### src/rtl/debounce_multi.sv
// debounce_multi: multi-channel debouncer with sync, polarity, edge pulses and long-press hold/auto-repeat
module debounce_multi #(
  parameter int                CLK_FREQUENCY_HZ       = 100000000,
  parameter int                DEBOUNCE_FREQUENCY_HZ  = 250,
  parameter int                CNTR_WIDTH             = 32,
  parameter int                SIMULATE               = 0,
  parameter int                SIMULATE_FREQUENCY_CNT = 5,
  parameter int                NUM_CH                 = 22,
  parameter int                SAMPLE_DEPTH           = 4,
  parameter logic [NUM_CH-1:0] INVERT_MASK            = '0,
  parameter logic [NUM_CH-1:0] RESET_VALUE            = '0,
  parameter int                HOLD_TICKS             = 125,
  parameter int                REPEAT_TICKS           = 25
) (
  input  logic              clk,
  input  logic              reset_n,
  input  logic [NUM_CH-1:0] raw_in,
  output logic [NUM_CH-1:0] db_out,
  output logic [NUM_CH-1:0] rise_pulse,
  output logic [NUM_CH-1:0] fall_pulse,
  output logic [NUM_CH-1:0] hold,
  output logic [NUM_CH-1:0] repeat_pulse,
  output logic              tick
);
  localparam logic [CNTR_WIDTH-1:0] TOP = (SIMULATE != 0) ? CNTR_WIDTH'(SIMULATE_FREQUENCY_CNT)
                                                           : CNTR_WIDTH'(CLK_FREQUENCY_HZ / DEBOUNCE_FREQUENCY_HZ - 1);
  localparam int HMAX = (HOLD_TICKS > REPEAT_TICKS) ? HOLD_TICKS : REPEAT_TICKS;
  localparam int HW   = (HMAX < 1) ? 1 : $clog2(HMAX + 1);

  typedef enum logic [1:0] {IDLE, ARMED, HELD} state_e;

  logic [CNTR_WIDTH-1:0] cnt_q, cnt_d;
  logic                  tick_q, tick_d, tick_dly_q;
  logic [NUM_CH-1:0]     sync1_q, sync2_q, s;

  always_comb begin
    cnt_d  = (cnt_q == TOP) ? '0 : cnt_q + 1'b1;
    tick_d = (cnt_q == TOP);
  end

  always_ff @(posedge clk or negedge reset_n) begin
    if (!reset_n) begin
      cnt_q      <= '0;
      tick_q     <= 1'b0;
      tick_dly_q <= 1'b0;
      sync1_q    <= RESET_VALUE ^ INVERT_MASK;
      sync2_q    <= RESET_VALUE ^ INVERT_MASK;
    end else begin
      cnt_q      <= cnt_d;
      tick_q     <= tick_d;
      tick_dly_q <= tick_q;
      sync1_q    <= raw_in;
      sync2_q    <= sync1_q;
    end
  end

  assign tick = tick_q;
  assign s    = sync2_q ^ INVERT_MASK;

  for (genvar i = 0; i < NUM_CH; i++) begin : g_ch
    logic [SAMPLE_DEPTH-1:0] hist_q, hist_d;
    logic                    db_q, db_d, prev_q;
    state_e                  state_q, state_d;
    logic [HW-1:0]           hc_q, hc_d, hc_inc;
    logic                    rep_q, rep_d;

    always_comb begin
      hist_d = tick_q ? {hist_q[SAMPLE_DEPTH-2:0], s[i]} : hist_q;
      db_d   = (&hist_q) ? 1'b1 : (~|hist_q) ? 1'b0 : db_q;
    end

    always_ff @(posedge clk or negedge reset_n) begin
      if (!reset_n) begin
        hist_q <= {SAMPLE_DEPTH{RESET_VALUE[i]}};
        db_q   <= RESET_VALUE[i];
        prev_q <= RESET_VALUE[i];
      end else begin
        hist_q <= hist_d;
        db_q   <= db_d;
        prev_q <= db_q;
      end
    end

    always_ff @(posedge clk or negedge reset_n) begin
      if (!reset_n) begin
        state_q <= IDLE;
        hc_q    <= '0;
        rep_q   <= 1'b0;
      end else begin
        state_q <= state_d;
        hc_q    <= hc_d;
        rep_q   <= rep_d;
      end
    end

    // hold counting uses the delayed tick so hold/repeat events land in the same cycle as a db_out change
    always_comb begin
      state_d = state_q;
      hc_d    = hc_q;
      rep_d   = 1'b0;
      hc_inc  = (&hc_q) ? hc_q : hc_q + 1'b1;
      if (!db_q) begin
        state_d = IDLE;
        hc_d    = '0;
      end else begin
        case (state_q)
          IDLE: if (HOLD_TICKS != 0 && !prev_q) begin
            state_d = ARMED;
            hc_d    = '0;
          end
          ARMED: if (tick_dly_q) begin
            if (hc_inc == HW'(HOLD_TICKS)) begin
              state_d = HELD;
              hc_d    = '0;
              rep_d   = 1'b1;
            end else hc_d = hc_inc;
          end
          HELD: if (tick_dly_q) begin
            if (REPEAT_TICKS != 0 && hc_inc == HW'(REPEAT_TICKS)) begin
              hc_d  = '0;
              rep_d = 1'b1;
            end else hc_d = hc_inc;
          end
          default: state_d = IDLE;
        endcase
      end
    end

    // release wins: outputs are masked by the live level
    always_comb begin
      hold[i]         = db_q & (state_q == HELD);
      repeat_pulse[i] = db_q & rep_q;
    end

    assign db_out[i]     = db_q;
    assign rise_pulse[i] = db_q & ~prev_q;
    assign fall_pulse[i] = ~db_q & prev_q;
  end
endmodule
### config.mk
export PLATFORM = sky130hd
export DESIGN_NAME = debounce_multi
export DESIGN_NICKNAME = d
export VERILOG_FILES = /design/src/rtl/debounce_multi.sv
export SDC_FILE = /design/constraint.sdc
export NUM_CORES = 1
export LEC_CHECK = 0
export ABC_AREA = 1
export BUFFER_PORTS_ARGS = -buffer_cell sky130_fd_sc_hd__buf_2
export CORE_MARGIN = 3
export CORE_UTILIZATION = 55
export DETAILED_ROUTE_END_ITERATION = 8
export HOLD_SLACK_MARGIN = 0.02
export PLACE_DENSITY = 0.73
export SKIP_CTS_REPAIR_TIMING = 1
export SYNTH_ARGS = -nofsm -noshare
export SYNTH_HDL_FRONTEND = slang
export SYNTH_SLANG_ARGS = --single-unit
### constraint.sdc
create_clock -name clk -period 4.6 [get_ports clk]
set_input_delay 0.69 -clock clk [delete_from_list [all_inputs] [get_ports clk]]
set_output_delay 0.69 -clock clk [all_outputs]
set_load 0.1 [all_outputs]
==> metrics.yaml <==
outcome:
  status: "finished clean"
yosys:
  syn_nets: 3559
  synth_top_cell_area_share_pct: 42.2
  syn_avg_cell_area_sq_um: 7.47
  synth_common_cells: "1049 x nand2_1, 489 x inv_1, 430 x dfrtp_1, 358 x nor2_1, 159 x nand3_1"
  yosysSeqAreaShare_pct: 42.2
  synth_top_area_cell: "dfrtp_1"
  postSynthCellCount: 3415
  synth_edf_count: 0
  synthArstFlopShare_pct: 100
  synth_most_common_cell: "nand2_1"
  yosys_warnings: 0
  yosys_register_bits: 430
  yosys-top-cells-area: "dfrtp_1 42%, nand2_1 15%, inv_1 7.2%, ha_1 5.9%, nor2_1 5.3%"
  synthesis.area_sq_um: 25500
  synth.distinct_cells: 53
  ys.flop_type: "dfrtp_1"
routing:
  wl_per_cell_um: 13.1
  dr.pass1.iters: 8
  vias: 21600
  vias_per_cell: 5.18
  route.final.wire_length_mm: 54.6
  ant_nets: 0
  drc: 0
  drt_iter0_drc: 1453
placed_design:
  post-place-cells: 4090
  place_ws_ns: 2.31
  port_buffers: 134
  dpl_cell_area_sq_um: 26700
  gp_congestion: 0.916
  hpwlAfterDp_mm: 39.3
sta:
  slew_headroom_pct: 40.4
  setup_tns_ns: 0
  tightest_slew_ns: 0.893
  drv_slew: 0
  fin_crit_sh_pct: 62.1
  whs_ns: 0.159
  fmax_mhz: 350
  worst_slack_ns: 1.74
  setup_viol: 0
  clock_skew_ns: 0.00978
  fin_crit_ns: 2.86
  finalHoldViolCount: 0
  rsz0062_at_grt: "false"
floorplan:
  fp.dieArea_sq_um: 49000
  initial_core_util_pct: 56.0
  core_sq_um: 45600
  die_w_um: 221
  ios: 135
  die_h_um: 221
  rows: 78
global_routing:
  grt_pass1_vias: 20900
  track_usage_pct: 22.4
  antenna_found_initial: 0
  grt-ovfl-total: 0
  grt_pass1_wl_mm: 95.4
  grt_max_degree: 103
setup_path:
  cp_data_arrival_time_ns: 2.17
  max_stage_delay_ns: 1.02
  cp_slowest_cell: "dfrtp_4"
  critPathBufInv: 1
  crit_chain: "buf_2"
  crit_path_start_kind: "flip-flop"
  end_kind: "output port"
  crit_type: "reg2out"
  worstPathRequired_ns: 3.91
  cp_top_family: "flip-flops"
  crit_path_max_fanout: 92
clock_network:
  cts_tree: "yes"
  clk_latency_ns: 0.57
  root_buffer: "clkbuf_16"
  clkTransAtPathRegs_ns: 0.06
  cts_max_level: 2
  clk_path_buf_depth: 3
  cts_made_buffers: 49
  clock_sinks: 430
layout:
  final_cells: 4176
  drive_gt1_share_pct: 11.5
  stdcell_area_sq_um: 28300
  finalNetCount: 3685
  antenna_cells: 0
  syn_to_final_growth_pct: 11.1
  fin_util_pct: 62.2
pwr:
  total_power_mw: 7.87
  p_leak_nw: 15.0
  ir_drop_uv: 257
  power_density_nw_per_um2: 278
run:
  drv_cap: 0
hold_path:
  min_path_type: "in2async"
report_power, final:
group	switching, mW	internal [mW]
clock network	1.53	2.44
logic	0.0754	0.0152
registers	0.00798	3.80
total	1.61	6.26
cells by family after synthesis:
| group | after synthesis | synth area share [%] |
|---|---|---|
| AND/OR/NAND/NOR | 1903 | 33.3 |
| multiplexers | 8 | 0.353 |
| buffers and inverters | 565 | 8.75 |
| XOR/XNOR | 66 | 2.27 |
| adder cells (fa/ha/maj) | 120 | 5.89 |
| flip-flops | 430 | 42.2 |
| AO/OA/AOI/OAI | 323 | 7.27 |
cell usage in the layout (no fill, tap or decap), drive strengths merged, types with 30 or more instances in the layout:
cell type | Yosys | final
nor4 | 30 | 30
nor2 | 411 | 411
dfrtp | 430 | 430
nor3 | 37 | 37
nand4 | 73 | 73
nand3 | 186 | 186
clkbuf | 26 | 73
inv | 495 | 496
ha | 120 | 120
xor2 | 52 | 52
buf | 42 | 143
a21oi | 110 | 110
nand2 | 1119 | 1119
o21ai | 142 | 142
layout make-up:
type	count	area (sq um)
clock inverters	13	199
multi-input cells	2420	12500
clock buffers	73	1450
repair buffers	143	798
well taps	600	751
flip-flops and latches	430	10800
inverters	497	1870
fillers	3879	17200
worst paths after layout:
path | start | end | slack [ns] | cells after the start
max reg2reg | tick | g_ch[8].hist_q[3] | 2.31 | 2
max in group asynchronous | reset_n | g_ch[14].hc_q[1] | 3.37 | 2
min in group clk | raw_in[17] | sync1_q[17] | 0.22 | 1
min reg2reg | sync1_q[7] | s[7] | 0.35 | 0
min | reset_n | g_ch[13].hc_q[0] | 0.16 | 1
max | tick | tick | 1.74 | 1
per-layer routing:
| layer | up-vias | global-route usage, % | wire (um) |
|---|---|---|---|
| met5 | - | 0 | 0 |
| met4 | 0 | 6.13 | 1160 |
| li1 | 11000 | - | - |
| met3 | 95 | 3.69 | 2490 |
| met1 | 10100 | 29.1 | 24800 |
| met2 | 433 | 39.0 | 26200 |
flip-flops by register name, indices dropped and copies added (netlist names):
register / count
g_ch.hc_q: 154
g_ch.hist_q: 88
g_ch.state_q: 44
cnt_q: 32
g_ch.db_q: 22
g_ch.prev_q: 22
g_ch.rep_q: 22
s: 22
sync1_q: 22
tick: 1
tick_dly_q: 1
Power figures use the tool's default switching activity.
